<file path="src/rtl/ppu_update_scheduler_if.sv">
// Avalon slave bus between the CPU bridge and the sprite update scheduler.
// No logic here, so no latency of its own; readdata is driven by the slave one cycle after a read.
// Backpressure: none; the Avalon slave never stalls (waitrequest is not used).
// Ports: chipselect/write/read strobes, 3-bit word address, 32-bit writedata and readdata.
interface ppu_update_scheduler_if;
    logic        chipselect;
    logic        write;
    logic        read;
    logic [2:0]  address;
    logic [31:0] writedata;
    logic [31:0] readdata;

    modport master (
        output chipselect, write, read, address, writedata,
        input  readdata
    );

    modport slave (
        input  chipselect, write, read, address, writedata,
        output readdata
    );
endinterface

</file>
<file path="src/rtl/ppu_update_scheduler.sv">
// Command FIFO with occupancy count; a push into a full FIFO is taken only when a pop frees a slot.
// Latency: rd_dat always shows the head entry; a pushed entry is poppable on the next cycle.
// Backpressure: push_acc low means the entry was dropped; pop into an empty FIFO is ignored.
// Ports: clk/reset, push/wr_dat, pop/rd_dat, level (0..DEPTH), full, empty, push_acc.
module ppu_cmd_fifo #(
    parameter int WIDTH = 32,
    parameter int DEPTH = 16
) (
    input  logic                     clk,
    input  logic                     reset,
    input  logic                     push,
    input  logic [WIDTH-1:0]         wr_dat,
    input  logic                     pop,
    output logic [WIDTH-1:0]         rd_dat,
    output logic [$clog2(DEPTH):0]   level,
    output logic                     full,
    output logic                     empty,
    output logic                     push_acc
);
    localparam int PW = $clog2(DEPTH);
    localparam int LW = PW + 1;

    logic [WIDTH-1:0] mem [DEPTH];
    logic [PW-1:0]    wr_ptr;
    logic [PW-1:0]    rd_ptr;
    logic             pop_ok;

    assign full     = (level == LW'(DEPTH));
    assign empty    = (level == '0);
    assign pop_ok   = pop && !empty;
    assign push_acc = push && (!full || pop_ok);
    assign rd_dat   = mem[rd_ptr];

    // Storage needs no reset: level gates every read of it.
    always_ff @(posedge clk) begin
        if (push_acc) begin
            mem[wr_ptr] <= wr_dat;
        end
    end

    // DEPTH is a power of two, so the pointers wrap naturally.
    always_ff @(posedge clk or posedge reset) begin
        if (reset) begin
            wr_ptr <= '0;
            rd_ptr <= '0;
            level  <= '0;
        end else begin
            if (push_acc) wr_ptr <= wr_ptr + 1'b1;
            if (pop_ok)   rd_ptr <= rd_ptr + 1'b1;
            case ({push_acc, pop_ok})
                2'b10:   level <= level + 1'b1;
                2'b01:   level <= level - 1'b1;
                default: level <= level;
            endcase
        end
    end
endmodule

// Queues CPU sprite-register writes and replays them to the sprite display slots in vertical blank.
// Latency: entry popped in cycle N strobes obj_we/obj_data in N+1; first pop is 1 cycle after vblank_start.
// Backpressure: none to the CPU; a write into a full queue is dropped and raises the overflow flag.
// Ports: clk, reset, bus (Avalon slave: addr 0 = command/status, addr 1 = clear flags),
//        hcount/vcount (VGA timing), obj_we (one-hot strobe), obj_data, frame_start (pulse).
module ppu_update_scheduler #(
    parameter int NUM_OBJ     = 20,
    parameter int FIFO_DEPTH  = 16,
    parameter int VBLANK_LINE = 480
) (
    input  logic                   clk,
    input  logic                   reset,
    ppu_update_scheduler_if.slave  bus,
    input  logic [9:0]             hcount,
    input  logic [9:0]             vcount,
    output logic [NUM_OBJ-1:0]     obj_we,
    output logic [31:0]            obj_data,
    output logic                   frame_start
);
    localparam int LW = $clog2(FIFO_DEPTH) + 1;

    typedef enum logic [1:0] {
        IDLE  = 2'd0,
        DRAIN = 2'd1,
        DONE  = 2'd2
    } state_t;

    state_t             state;
    logic               push_req;
    logic               clr_req;
    logic               rd_req;
    logic               vblank_start;
    logic               blank_end;
    logic               pop;
    logic               push_acc;
    logic               full;
    logic               empty;
    logic [LW-1:0]      level;
    logic [31:0]        head_dat;
    logic [4:0]         head_id;
    logic               bad_pop;
    logic [NUM_OBJ-1:0] we_next;
    logic               overflow;
    logic               bad_id;
    logic [15:0]        frame_count;
    logic [31:0]        status;

    assign push_req     = bus.chipselect && bus.write && (bus.address == 3'd0);
    assign clr_req      = bus.chipselect && bus.write && (bus.address == 3'd1);
    assign rd_req       = bus.chipselect && bus.read  && (bus.address == 3'd0);
    assign vblank_start = (vcount == 10'(VBLANK_LINE)) && (hcount == 10'd0);
    assign blank_end    = (vcount == 10'd0);

    // No pop on the line where blank ends, so the IDLE hand-off loses nothing.
    assign pop = (state == DRAIN) && !empty && !blank_end;

    ppu_cmd_fifo #(
        .WIDTH (32),
        .DEPTH (FIFO_DEPTH)
    ) u_fifo (
        .clk      (clk),
        .reset    (reset),
        .push     (push_req),
        .wr_dat   (bus.writedata),
        .pop      (pop),
        .rd_dat   (head_dat),
        .level    (level),
        .full     (full),
        .empty    (empty),
        .push_acc (push_acc)
    );

    assign head_id = head_dat[31:27];
    assign bad_pop = pop && (int'(head_id) >= NUM_OBJ);

    always_comb begin
        we_next = '0;
        for (int i = 0; i < NUM_OBJ; i++) begin
            we_next[i] = pop && (int'(head_id) == i);
        end
    end

    always_comb begin
        status        = '0;
        status[7:0]   = 8'(level);
        status[8]     = overflow;
        status[9]     = bad_id;
        status[10]    = (state == DRAIN);
        status[31:16] = frame_count;
    end

    always_ff @(posedge clk or posedge reset) begin
        if (reset) begin
            state       <= IDLE;
            obj_we      <= '0;
            obj_data    <= '0;
            frame_start <= 1'b0;
            frame_count <= '0;
            overflow    <= 1'b0;
            bad_id      <= 1'b0;
            bus.readdata <= '0;
        end else begin
            case (state)
                IDLE:    if (vblank_start) state <= DRAIN;
                // A push landing on an empty cycle keeps us draining.
                DRAIN:   if (blank_end) state <= IDLE;
                         else if (empty && !push_acc) state <= DONE;
                DONE:    if (blank_end) state <= IDLE;
                default: state <= IDLE;
            endcase

            obj_we <= we_next;
            if (pop && !bad_pop) begin
                obj_data <= head_dat;
            end

            frame_start <= vblank_start;
            if (vblank_start) begin
                frame_count <= frame_count + 16'd1;
            end

            if (clr_req) begin
                overflow <= 1'b0;
            end else if (push_req && !push_acc) begin
                overflow <= 1'b1;
            end

            // A bad entry popped in the same cycle as a clear still shows up.
            if (bad_pop) begin
                bad_id <= 1'b1;
            end else if (clr_req) begin
                bad_id <= 1'b0;
            end

            bus.readdata <= rd_req ? status : 32'd0;
        end
    end
endmodule

</file>
<file path="src/flat_wrapper.sv">
// flat-port wrapper written by rule: the top's interface ports become plain ports
module ppu_update_scheduler_flat 
#(
    parameter int NUM_OBJ     = 20,
    parameter int FIFO_DEPTH  = 16,
    parameter int VBLANK_LINE = 480
)
  (clk, reset, hcount, vcount, obj_we, obj_data, frame_start, bus_chipselect, bus_write, bus_read, bus_address, bus_writedata, bus_readdata);
  ppu_update_scheduler_if bus_i ();
  input  logic clk;
  input  logic reset;
  input  logic [9:0] hcount;
  input  logic [9:0] vcount;
  output logic [NUM_OBJ-1:0] obj_we;
  output logic [31:0] obj_data;
  output logic frame_start;
  input wire logic [$bits(bus_i.chipselect)-1:0] bus_chipselect;
  input wire logic [$bits(bus_i.write)-1:0] bus_write;
  input wire logic [$bits(bus_i.read)-1:0] bus_read;
  input wire logic [$bits(bus_i.address)-1:0] bus_address;
  input wire logic [$bits(bus_i.writedata)-1:0] bus_writedata;
  output wire logic [$bits(bus_i.readdata)-1:0] bus_readdata;
  assign bus_i.chipselect = bus_chipselect;
  assign bus_i.write = bus_write;
  assign bus_i.read = bus_read;
  assign bus_i.address = bus_address;
  assign bus_i.writedata = bus_writedata;
  assign bus_readdata = bus_i.readdata;
  ppu_update_scheduler #(.NUM_OBJ(NUM_OBJ), .FIFO_DEPTH(FIFO_DEPTH), .VBLANK_LINE(VBLANK_LINE)) u_core (.clk(clk), .reset(reset), .bus(bus_i), .hcount(hcount), .vcount(vcount), .obj_we(obj_we), .obj_data(obj_data), .frame_start(frame_start));
endmodule
</file>
<file path="config.mk">
export PLATFORM = sky130hd
export DESIGN_NAME = ppu_update_scheduler_flat
export DESIGN_NICKNAME = d
export VERILOG_FILES = /design/src/rtl/ppu_update_scheduler_if.sv /design/src/rtl/ppu_update_scheduler.sv /design/src/flat_wrapper.sv
export SDC_FILE = /design/constraint.sdc
export NUM_CORES = 1
export LEC_CHECK = 0
export BUFFER_PORTS_ARGS = -buffer_cell sky130_fd_sc_hd__buf_2
export CAP_MARGIN = 10
export CORE_MARGIN = 2
export CORE_UTILIZATION = 68
export CTS_BUF_LIST = sky130_fd_sc_hd__clkbuf_2 sky130_fd_sc_hd__clkbuf_4 sky130_fd_sc_hd__clkbuf_8
export CTS_CLUSTER_DIAMETER = 80
export DETAILED_ROUTE_END_ITERATION = 10
export PLACE_DENSITY_LB_ADDON = 0.15
export REMOVE_ABC_BUFFERS = 1
export SYNTH_ARGS = -nofsm -noshare
export SYNTH_HDL_FRONTEND = slang
export SYNTH_SLANG_ARGS = --single-unit
</file>
<file path="constraint.sdc">
create_clock -name clk -period 9.45 [get_ports clk]
set_input_delay 0.945 -clock clk [delete_from_list [all_inputs] [get_ports clk]]
set_output_delay 0.945 -clock clk [all_outputs]
set_load 0.05 [all_outputs]
</file>
; ---- After elaboration in Yosys (flattened, before gate mapping)
; Memories as Yosys holds them, arrays and structs flattened.
; Cells that the tools add are included.
[totals]
mem_bits_rw = 512
inputBits = 60
out_inout_bits = 85
memories = 1
ff_bits = 118
latch_bits = 0
mem_bits_ro = 0
[mem_list]
columns = name, depth, word_bits, read_ports, rd_clocked_by_memory_dff, write_ports, line_no
row1 = u_core.u_fifo.mem, 16, 32, 1, 0, 1, ppu_update_scheduler.sv:23  ; logic [WIDTH-1:0] mem [DEPTH];
[classes]
mux = 13
bitwise_logic = 0
div_mod_pow = 0
mul = 0
eq_ne = 29
order_cmp = 1
addsub = 5
reduce_logical = 50
shift = 0
[ops]
columns = op, n
row1 = 5-bit equality test (second input constant), 13
row2 = 1-bit logical AND, 34
row3 = 32-bit two-way mux, 1
row4 = 5-bit by 4-bit equality test with 1-bit output (second input constant), 4
row5 = 10-bit zero test, 2
row6 = 16-bit by 1-bit adder with 16-bit output (second input constant), 1
row7 = 10-bit by 9-bit equality test with 1-bit output (second input constant), 1
row8 = 5-bit by 3-bit equality test with 1-bit output (second input constant), 2
row9 = 5-bit zero test, 2
row10 = 5-bit one-hot mux with 2 select lines, 1
row11 = 4-bit by 1-bit adder with 4-bit output (second input constant), 2
row12 = 2-bit two-way mux, 4
row13 = 1-bit two-way mux, 6
row14 = 2-bit one-hot mux with 3 select lines, 1
row15 = 2-bit nonzero test, 3
row16 = 5-bit by 1-bit adder with 5-bit output (second input constant), 1
row17 = 5-bit by 2-bit equality test with 1-bit output (second input constant), 1
row18 = 5-bit greater-or-equal comparator (second input constant), 1
row19 = 1-bit zero test, 5
row20 = 5-bit by 1-bit subtractor with 5-bit output (second input constant), 1
row21 = 2-bit by 1-bit equality test with 1-bit output (second input constant), 2
row22 = 2-bit equality test (second input constant), 2
row23 = 2-bit by 1-bit inequality test with 1-bit output (second input constant), 2
row24 = 3-bit by 1-bit equality test with 1-bit output (second input constant), 1
row25 = other kinds (5), 5

; ---- Longest topological paths before layout
; Gate-level depths: netlist of run 1.
[depth]
ltp_word = 12
depth_mapped = 10
depth_no_buf = 10

; ---- Hierarchy
; A second synthesis of run 1 with hierarchy kept.
[hier_totals]
cells_unflattened = 1193
hier_area_um2 = 24090.6
[modules_own_cells]
columns = mod, seq_area_each_um2, cells_per_inst, instances, area_each_um2
row1 = ppu_cmd_fifo, 15700.1, 895, 1, 20145.6
row2 = ppu_update_scheduler, 2427.3, 298, 1, 3945.0

; ---- Least setup slack after synthesis of run 1
; OpenSTA, ideal clock, no wires.
[synth_path]
path_kind = input -> register
from = in bus_address[1]
to = mem u_core.u_fifo.mem[2][0], enable pin
setup_slack_ns = 3.491
setup_time_ns = 0.513
arrival_time_ns = 5.446
path_buffers = 1
cell_stages = 5
cell_sequence = nor4bb_1 -> nor2b_1 -> o21ai_0 -> clkbuf_1 -> nor4b_1
[synth_via]
elab_chain_len = 5
[synth_rtl]
columns = item, line_no
row1 = "start, declared", flat_wrapper.sv:20  ; input wire logic [$bits(bus_i.address)-1:0] bus_address;
row2 = 3-bit zero test, ppu_update_scheduler.sv:106  ; assign push_req = bus.chipselect && bus.write && (bus.address == 3'd0);
row3 = 1-bit logical AND, ppu_update_scheduler.sv:106
row4 = 1-bit logical AND, ppu_update_scheduler.sv:31  ; assign push_acc = push && (!full || pop_ok);
row5 = 1-bit two-way mux, ppu_update_scheduler.sv:36  ; if (push_acc) begin
row6 = 1-bit two-way mux (implied by the code), ppu_update_scheduler.sv:37  ; mem[wr_ptr] <= wr_dat;
row7 = "end, declared", ppu_update_scheduler.sv:23
; Every way passes these cells.

; ---- Final worst setup path of run 1
[layout_path]
from = reg u_core.u_fifo.rd_ptr[0]
to = reg u_core.obj_data[15]
[layout_via]
elab_chain_len = 5
[layout_rtl]
columns = item, line_no
row1 = "start, declared", ppu_update_scheduler.sv:25  ; logic [PW-1:0] rd_ptr;
row2 = "start signal, assigned", ppu_update_scheduler.sv:49  ; if (pop_ok) rd_ptr <= rd_ptr + 1'b1;
row3 = memory read 16 x 32 bit *, -
row4 = 5-bit greater-or-equal comparator, ppu_update_scheduler.sv:132  ; assign bad_pop = pop && (int'(head_id) >= NUM_OBJ);
row5 = 1-bit logical AND, ppu_update_scheduler.sv:132
row6 = 1-bit zero test, ppu_update_scheduler.sv:171  ; if (pop && !bad_pop) begin
row7 = 1-bit logical AND, ppu_update_scheduler.sv:171
row8 = "end signal, assigned", ppu_update_scheduler.sv:172  ; obj_data <= head_dat;
row9 = "end, declared", ppu_update_scheduler.sv:75  ; output logic [31:0] obj_data,
; Every way passes the cells marked *; elsewhere a longest branch is shown, timed or not.
; A chain may end at the register's enable or synchronous reset.

==> Flow_metrics.wiki, run 1 <==
{| class="wikitable"
! Metric !! Value
|-
| Maxcap violations || 0
|-
| Number of inserted filler cells in the final layout || 1814
|-
| Highest-count cells in the layout ignoring fill and taps || sky130_fd_sc_hd__edfxtp_1 (512), sky130_fd_sc_hd__buf_2 (136), sky130_fd_sc_hd__mux4_2 (128)
|-
| Remaining DRCs || 0
|-
| Leading register cell type out of synthesis || sky130_fd_sc_hd__edfxtp_1
|-
| Internal portion of total power || 4.31 mW
|-
| Final worst path period share || 0.449
|-
| Crit start category || flip-flop
|-
| Antenna diode count || 0
|-
| Number of enable-type register cells in the synthesized netlist || 512
|-
| Layout cell share with drive strength beyond 1 || 0.353
|-
| Final weighted congestion in routability-driven placement || 0.720
|-
| Kind of capture point of the worst setup path || flip-flop
|-
| Ordered list of cells on the worst path || buf_4, mux4_2, a22oi_1, nand2_1, a21oi_4, buf_4, mux2_2
|-
| Buffers & Inverters on Critical Path || 2
|-
| Cts bufs inserted || 93
|-
| Post-route clock skew || 0.0449 ns
|-
| Summed instance area of the synthesized netlist || 0.0237 mm²
|-
| Largest net degree at the start of global routing || 76
|-
| Slowest cell on the critical path || sky130_fd_sc_hd__dfrtp_4
|-
| R2R Path Start || u_core.u_fifo.rd_ptr[0]
|-
| Global-route usage over all layers || 0.271
|-
| Number of detailed-routing iterations run before antenna repair || 5
|-
| Share of flip-flops with an asynchronous set or reset || 0.177
|-
| Clock network fraction of design power || 0.414
|-
| Number of port buffers || 136
|-
| Synth Area in Simple Gates || 0.0380
|-
| Worst Max-Slew Pin Slew || 1.21 ns
|-
| Switching Fraction || 0.207
|-
| Depth of the worst register-to-register path || 7
|-
| Clk_lat worst skew || 0.66 ns
|-
| Top delay family on crit path || buffers and inverters
|-
| Post-layout utilization of the core || 0.782
|-
| Xor and xnor fraction of the mapped netlist area || 0.00925
|-
| Clock Pin Slew Worst Setup and Hold Paths || 0.07 ns
|-
| Largest family of logic cells by synthesized area || multiplexers
|-
| Pwr dens || 202 mW/mm²
|-
| Setup total negative slack || 0 ns
|-
| Fmax || 236 MHz
|-
| Number of clock sinks || 622
|-
| DRC violation total after the first TritonRoute iteration || 1227
|-
| Number of endpoints failing setup at the final stage || 0
|-
| Aggregate routed wire length || 47300 µm
|-
| Unrepaired setup endpoints after global routing || no
|-
| Maximum cell stage delay along the critical path || 0.95 ns
|-
| Final non-filler cell total || 1883
|-
| Cells after DPL || 1710
|-
| Adder-Cell Fraction of Synth Area || 0.00560
|-
| CP Data Arrival Time || 4.76 ns
|-
| DP Wirelength || 26200 µm
|-
| Routed via count divided by cell count || 6.31
|-
| Chip Width || 191 µm
|-
| Sequential fraction of the synthesis area || 0.766
|-
| Gr ovfl total || 0
|-
| Number of resized instances in the post-cts repair step || 0
|-
| Total Power Consumption || 5.44 mW
|-
| Final-layout worst hold slack || 0.400 ns
|-
| Multiplexer area fraction after synthesis || 0.140
|-
| Slew HR || 0.192
|-
| R2r setup slk || 5.21 ns
|-
| Area of the core || 0.0344 mm²
|-
| Initial standard-cell utilization of the core || 0.689
|-
| Combinational cell fraction of total power || 0.030
|-
| Clock tree from TritonCTS || built
|-
| Wire length per cell || 25.1 µm
|-
| Count of warnings emitted by yosys || 0
|-
| Critical path's most frequent cell || sky130_fd_sc_hd__buf_4
|-
| Run status || complete, no violations
|-
| Hold Crit Class || in2async
|-
| Max rail drop VDD || 0.000183 V
|-
| Wire length of the first global-routing pass || 72100 µm
|-
| Lkg Pwr || 9.59 nW
|-
| Fin nets || 1420
|-
| Number of buffers on the longest clock path || 3
|-
| Type of the worst setup path || reg2reg
|-
| Total number of placement rows || 68
|-
| Complex-gate fraction of the synthesized area || 0.0258
|-
| Overall die height || 191 µm
|-
| Endpoint of the worst-slack reg-to-reg timing path || u_core.obj_data[15]
|-
| Via count of the first global-routing pass || 12200
|-
| H-tree depth reported by CTS || 3
|-
| Cell count after synthesis || 1151
|-
| Initial antenna violation count || 0
|-
| Critical path required time || 9.97 ns
|-
| Post-synthesis to final-layout area growth || 13.5%
|-
| Post-layout minimum cycle time || 4.24 ns
|-
| Per-instance average area after synthesis || 20.6 µm²
|-
| Flip-flop and latch count after synthesis || 622
|-
| Biggest fanout along the worst timing path || 54
|-
| Number of vias after detailed routing || 11900
|-
| Hold violation total from the final report || 0
|-
| Hold-fix buffer count after cts || 0
|-
| Final antenna-violating net count || 0
|-
| Max-slew violations || 0
|-
| Power spent charging and discharging nets || 1.13 mW
|-
| Most frequent standard cell in the layout excluding fill and tap cells || sky130_fd_sc_hd__edfxtp_1
|-
| Ports placed on the boundary || 145
|-
| Total setup buffers inserted after CTS || 0
|-
| Number of distinct library cells after synthesis || 51
|-
| Root buffer cell || sky130_fd_sc_hd__clkbuf_8
|-
| Total Die Area || 0.0363 mm²
|-
| Flop pwr share || 0.557
|}
==> cell usage after synthesis (9+ instances only) <==
master,number,area (µm²)
sky130_fd_sc_hd__and2_1,29,181
sky130_fd_sc_hd__ha_1,9,113
sky130_fd_sc_hd__clkbuf_1,34,128
sky130_fd_sc_hd__dfrtp_1,110,2750
sky130_fd_sc_hd__nor2_1,36,135
sky130_fd_sc_hd__nor4_1,11,68.8
sky130_fd_sc_hd__nand3_1,16,80.1
sky130_fd_sc_hd__mux4_2,128,2880
sky130_fd_sc_hd__a22oi_1,60,450
sky130_fd_sc_hd__xnor2_1,21,184
sky130_fd_sc_hd__mux2_4,10,150
sky130_fd_sc_hd__inv_1,11,41.3
sky130_fd_sc_hd__buf_4,9,67.6
sky130_fd_sc_hd__mux2_2,23,259
sky130_fd_sc_hd__buf_2,14,70.1
sky130_fd_sc_hd__edfxtp_1,512,15400
sky130_fd_sc_hd__nand2_1,50,188
==> cells by family after synthesis <==
family | count (synthesis)
AO/OA/AOI/OAI | 80
XOR/XNOR | 25
adder cells (fa/ha/maj) | 10
buffers and inverters | 72
flip-flops | 622
multiplexers | 163
other | 1
AND/OR/NAND/NOR | 178
==> how the worst max path moves through the flow <==
| stage | cells after the start | slack (ns) | start | endpoint |
|---|---|---|---|---|
| floorplan | 6 | 1.98 | u_core.u_fifo.rd_ptr[0] | u_core.obj_data[0] |
| global placement | 7 | 5.15 | u_core.u_fifo.rd_ptr[0] | u_core.obj_data[3] |
| detailed placement | 7 | 5.13 | u_core.u_fifo.rd_ptr[0] | u_core.obj_data[0] |
| CTS | 7 | 5.11 | u_core.u_fifo.rd_ptr[0] | u_core.obj_data[15] |
| global route | 7 | 4.86 | u_core.u_fifo.rd_ptr[0] | u_core.obj_data[1] |
| finish | 7 | 5.21 | u_core.u_fifo.rd_ptr[0] | u_core.obj_data[15] |
==> area by class of cell <==
class | instances | area [µm²] | area share
Tap cell | 455 | 569 | 0.0212
Clock buffer | 137 | 1700 | 0.0632
Multi-Input combinational cell | 464 | 5310 | 0.197
Timing Repair Buffer | 158 | 846 | 0.0315
Inverter | 11 | 43.8 | 0.00163
Sequential cell | 622 | 18100 | 0.675
Clock inverter | 36 | 272 | 0.0101
==> sequential cells by signal, indices dropped and copies added, names as in the netlist <==
register and cells:
u_core.u_fifo.mem 512, u_core.u_fifo.rd_ptr 4, u_core.obj_we 20, u_core.overflow 1
u_core.bus.readdata 24, u_core.u_fifo.wr_ptr 4, u_core.frame_count 16, u_core.u_fifo.level 5
u_core.bad_id 1, u_core.frame_start 1, u_core.obj_data 32, u_core.state 2
==> routing by layer <==
metal	vias up	track usage	share of wire
met3	83	0.0552	0.083
met5	-	0	0
met2	615	0.426	0.49
li1	5038	-	-
met4	0	0.102	0.027
met1	6145	0.388	0.40
==> worst reg2reg max path, cell delays in order (launching register included) <==
cell and delay (ns):
sky130_fd_sc_hd__dfrtp_4 0.95, sky130_fd_sc_hd__buf_4 0.95, sky130_fd_sc_hd__mux4_2 0.66, sky130_fd_sc_hd__a22oi_1 0.19, sky130_fd_sc_hd__nand2_1 0.23, sky130_fd_sc_hd__a21oi_4 0.20, sky130_fd_sc_hd__buf_4 0.52, sky130_fd_sc_hd__mux2_2 0.44
==> through the flow <==
stage	worst slack, ns	area (µm²)
2_1_floorplan	1.98	23400
3_3_place_gp	5.15	24900
3_5_place_dp	5.13	24900
4_1_cts	5.11	26900
5_1_grt	4.86	26900
6_report	5.21	26900
==> power by group through the flow <==
| stage | combinational, mW | sequential, mW | clock [mW] |
|---|---|---|---|
| final | 0.161 | 3.03 | 2.25 |
| after global routing | 0.179 | 3.03 | 2.39 |
| after CTS | 0.161 | 3.03 | 2.28 |
| after detailed placement | 0.161 | 3.08 | 0 |
| after global placement | 0.152 | 3.08 | 0 |
| after floorplan | 0.0826 | 3.07 | 0 |
Note: power is estimated with default switching activity, not from simulation.
==> run 2: changes to the inputs <==
--- a/config.mk
+++ b/config.mk
@@ -8,7 +8,7 @@
 export BUFFER_PORTS_ARGS = -buffer_cell sky130_fd_sc_hd__buf_2
 export CAP_MARGIN = 10
 export CORE_MARGIN = 2
-export CORE_UTILIZATION = 68
+export CORE_UTILIZATION = 63
 export CTS_BUF_LIST = sky130_fd_sc_hd__clkbuf_2 sky130_fd_sc_hd__clkbuf_4 sky130_fd_sc_hd__clkbuf_8
 export CTS_CLUSTER_DIAMETER = 80
 export DETAILED_ROUTE_END_ITERATION = 10
==> constraint.sdc (replaced) <==
create_clock -name clk -period 4.4 [get_ports clk]
set_input_delay 0.44 -clock clk [delete_from_list [all_inputs] [get_ports clk]]
set_output_delay 0.44 -clock clk [all_outputs]
set_load 0.05 [all_outputs]
==> run 2 against run 1 <==
Effect of this change: cell count is 1.4% higher; non-clock buffer count grew 16; critical path depth stayed put; worst hold slack lost 0.35 ns; via count is 0.65% lower; die area up 7.8%; critical path type unchanged; critical endpoint is now u_core.obj_data[16]; highest routed layer is now met5.
==> Flow_metrics.wiki, run 2 (same netlist as run 1, synthesis figures left out) <==
{| class="wikitable"
! Metric !! Value
|-
| Critical path required time || 4.90 ns (-5.07 ns)
|-
| Initial standard-cell utilization of the core || 0.643 (-0.0452)
|-
| Global-route usage over all layers || 0.255 (-0.0161)
|-
| Final antenna-violating net count || 0 (unchanged)
|-
| Aggregate routed wire length || 48000 µm (+1.3%)
|-
| Fin nets || 1435 (+1.1%)
|-
| Fmax || 309 MHz (+31%)
|-
| Hold violation total from the final report || 0 (unchanged)
|-
| CP Data Arrival Time || 3.74 ns (-1.02 ns)
|-
| H-tree depth reported by CTS || 3 (unchanged)
|-
| Number of endpoints failing setup at the final stage || 0 (unchanged)
|-
| Type of the worst setup path || reg2reg
|-
| Post-synthesis to final-layout area growth || 14.0%
|-
| Highest-count cells in the layout ignoring fill and taps || sky130_fd_sc_hd__edfxtp_1 (512), sky130_fd_sc_hd__buf_2 (136), sky130_fd_sc_hd__mux4_2 (128)
|-
| Crit start category || flip-flop
|-
| Post-route clock skew || 0.0232 ns (-0.0217 ns)
|-
| DP Wirelength || 28200 µm (+7.7%)
|-
| Root buffer cell || sky130_fd_sc_hd__clkbuf_8
|-
| Number of clock sinks || 622 (unchanged)
|-
| Top reg by flops || u_core.u_fifo.mem
|-
| Lkg Pwr || 9.68 nW (+0.93%)
|-
| Largest register FFs || 512 (unchanged)
|-
| Number of port buffers || 136 (unchanged)
|-
| Overall die height || 198 µm (+3.8%)
|-
| Layout cell share with drive strength beyond 1 || 0.360 (+0.00698)
|-
| Ports placed on the boundary || 145 (unchanged)
|-
| Final worst path period share || 0.735 (+0.286)
|-
| Hold Crit Class || in2reg
|-
| Number of vias after detailed routing || 11800 (-0.65%)
|-
| Depth of the worst register-to-register path || 7 (unchanged)
|-
| Total Die Area || 0.0391 mm² (+7.8%)
|-
| Finished Cell Area || 0.0270 mm² (+0.46%)
|-
| Worst hold path stage count || 2
|-
| Biggest fanout along the worst timing path || 33 (-39%)
|-
| Remaining DRCs || 0 (unchanged)
|-
| Cts bufs inserted || 92 (-1.1%)
|-
| Post-detailed-placement cell area || 0.0251 mm² (+0.70%)
|-
| Wire length per cell || 25.1 µm (-0.13%)
|-
| Maxcap violations || 0 (unchanged)
|-
| Routed via count divided by cell count || 6.18 (-2.1%)
|-
| Clk_lat worst skew || 0.64 ns (-0.02 ns)
|-
| Chip Width || 198 µm (+3.8%)
|-
| Post-layout minimum cycle time || 3.23 ns (-1.01 ns)
|-
| Largest net degree at the start of global routing || 78 (+2.6%)
|-
| Final weighted congestion in routability-driven placement || 0.786 (+9.2%)
|-
| Total Power Consumption || 11.6 mW (+110%)
|-
| Worst Max-Slew Pin Slew || 1.11 ns (-0.102 ns)
|-
| DRC violation total after the first TritonRoute iteration || 1098 (-11%)
|-
| Slew HR || 0.262 (+0.0700)
|-
| Total setup buffers inserted after CTS || 0 (unchanged)
|-
| Number of detailed-routing iterations run before antenna repair || 5 (unchanged)
|-
| Wire length of the first global-routing pass || 72400 µm (+0.39%)
|-
| Via count of the first global-routing pass || 12000 (-1.4%)
|-
| R2r setup slk || 1.17 ns (-4.04 ns)
|-
| Run status || complete, no violations
|-
| Kind of capture point of the worst setup path || flip-flop
|-
| Initial antenna violation count || 0 (unchanged)
|-
| Number of resized instances in the post-cts repair step || 0 (unchanged)
|-
| Area of the core || 0.0368 mm² (+7.0%)
|-
| Pwr dens || 429 mW/mm² (+110%)
|-
| Unrepaired setup endpoints after global routing || no
|-
| Hold-fix buffer count after cts || 0 (unchanged)
|-
| Gr ovfl total || 0 (unchanged)
|-
| Clock tree from TritonCTS || built
|-
| Most frequent standard cell in the layout excluding fill and tap cells || sky130_fd_sc_hd__edfxtp_1
|-
| Total number of placement rows || 70 (+2.9%)
|-
| Clock Pin Slew Worst Setup and Hold Paths || 0.06 ns (about the same)
|-
| Max rail drop VDD || 0.000279 V (+53%)
|-
| Largest regs || u_core.u_fifo.mem x512, u_core.obj_data x32, u_core.bus.readdata x24
|-
| Max-slew violations || 0 (unchanged)
|-
| Antenna diode count || 0 (unchanged)
|-
| Number of buffers on the longest clock path || 3 (unchanged)
|}
## run 2: cell count changes in the layout (fill, tap and decap cells not counted), sizes merged
cell      before  now
bufinv         4    2
inv           12   11
clkinv        27   23
clkbuf       137  146
buf          158  174
clkinvlp       4    0
## run 2: area by class of cell
class / count / area [µm²]
Inverter: 11 / 43.8
Timing Repair Buffer: 174 / 1000
Clock inverter: 25 / 154
Clock buffer: 146 / 1770
Sequential cell: 622 / 18100
Multi-Input combinational cell: 464 / 5310
Tap cell: 468 / 586
Fill cell: 2152 / 9790
## run 2: where the power goes
group          switching, mW  total (mW)  internal [mW]  leakage (nW)
Clock                   2.06        4.72           2.66          1.03
Combinational          0.247       0.356          0.109          2.54
Sequential            0.0622        6.50           6.44          6.11
## run 2: path summary, 6_finish.rpt
path,from,endpoint
max,u_core.u_fifo.rd_ptr[0],u_core.obj_data[16]
min,bus_address[0],u_core.overflow
max reg2reg,u_core.u_fifo.rd_ptr[0],u_core.obj_data[16]
min reg2reg,u_core.state[1],u_core.state[0]
max in group asynchronous,reset,u_core.obj_data[16]
min in group asynchronous,reset,u_core.u_fifo.rd_ptr[3]
## run 2: through the flow
step / setup slack, ns / hold slack (ns) / util / cells / setup TNS, ns
floorplan: -3.07 / 0.414 / - / 1097 / -340.29
global placement: 1.06 / 0.434 / 0.682 / 1739 / 0
detailed placement: 0.950 / 0.434 / 0.682 / 1739 / 0
CTS: 1.10 / 0.0116 / 0.734 / 1910 / 0
global route: 1.00 / 0.0359 / 0.734 / 1910 / 0
finish: 1.17 / 0.0460 / 0.734 / 1910 / 0
## run 2: per-layer routing
metal	wire length (µm)	track usage
met2	23400	0.399
met4	1150	0.0911
met3	3770	0.0518
met1	19600	0.366
met5	73	0.0140
## run 2: critical path, stage by stage, from the launching register on
cell                      delay [ns]
sky130_fd_sc_hd__dfrtp_4        0.85
sky130_fd_sc_hd__mux4_2         0.58
sky130_fd_sc_hd__a22oi_1        0.32
sky130_fd_sc_hd__nand2_2        0.15
sky130_fd_sc_hd__or2_4          0.27
sky130_fd_sc_hd__a21oi_4        0.13
sky130_fd_sc_hd__buf_4          0.38
sky130_fd_sc_hd__mux2_2         0.39
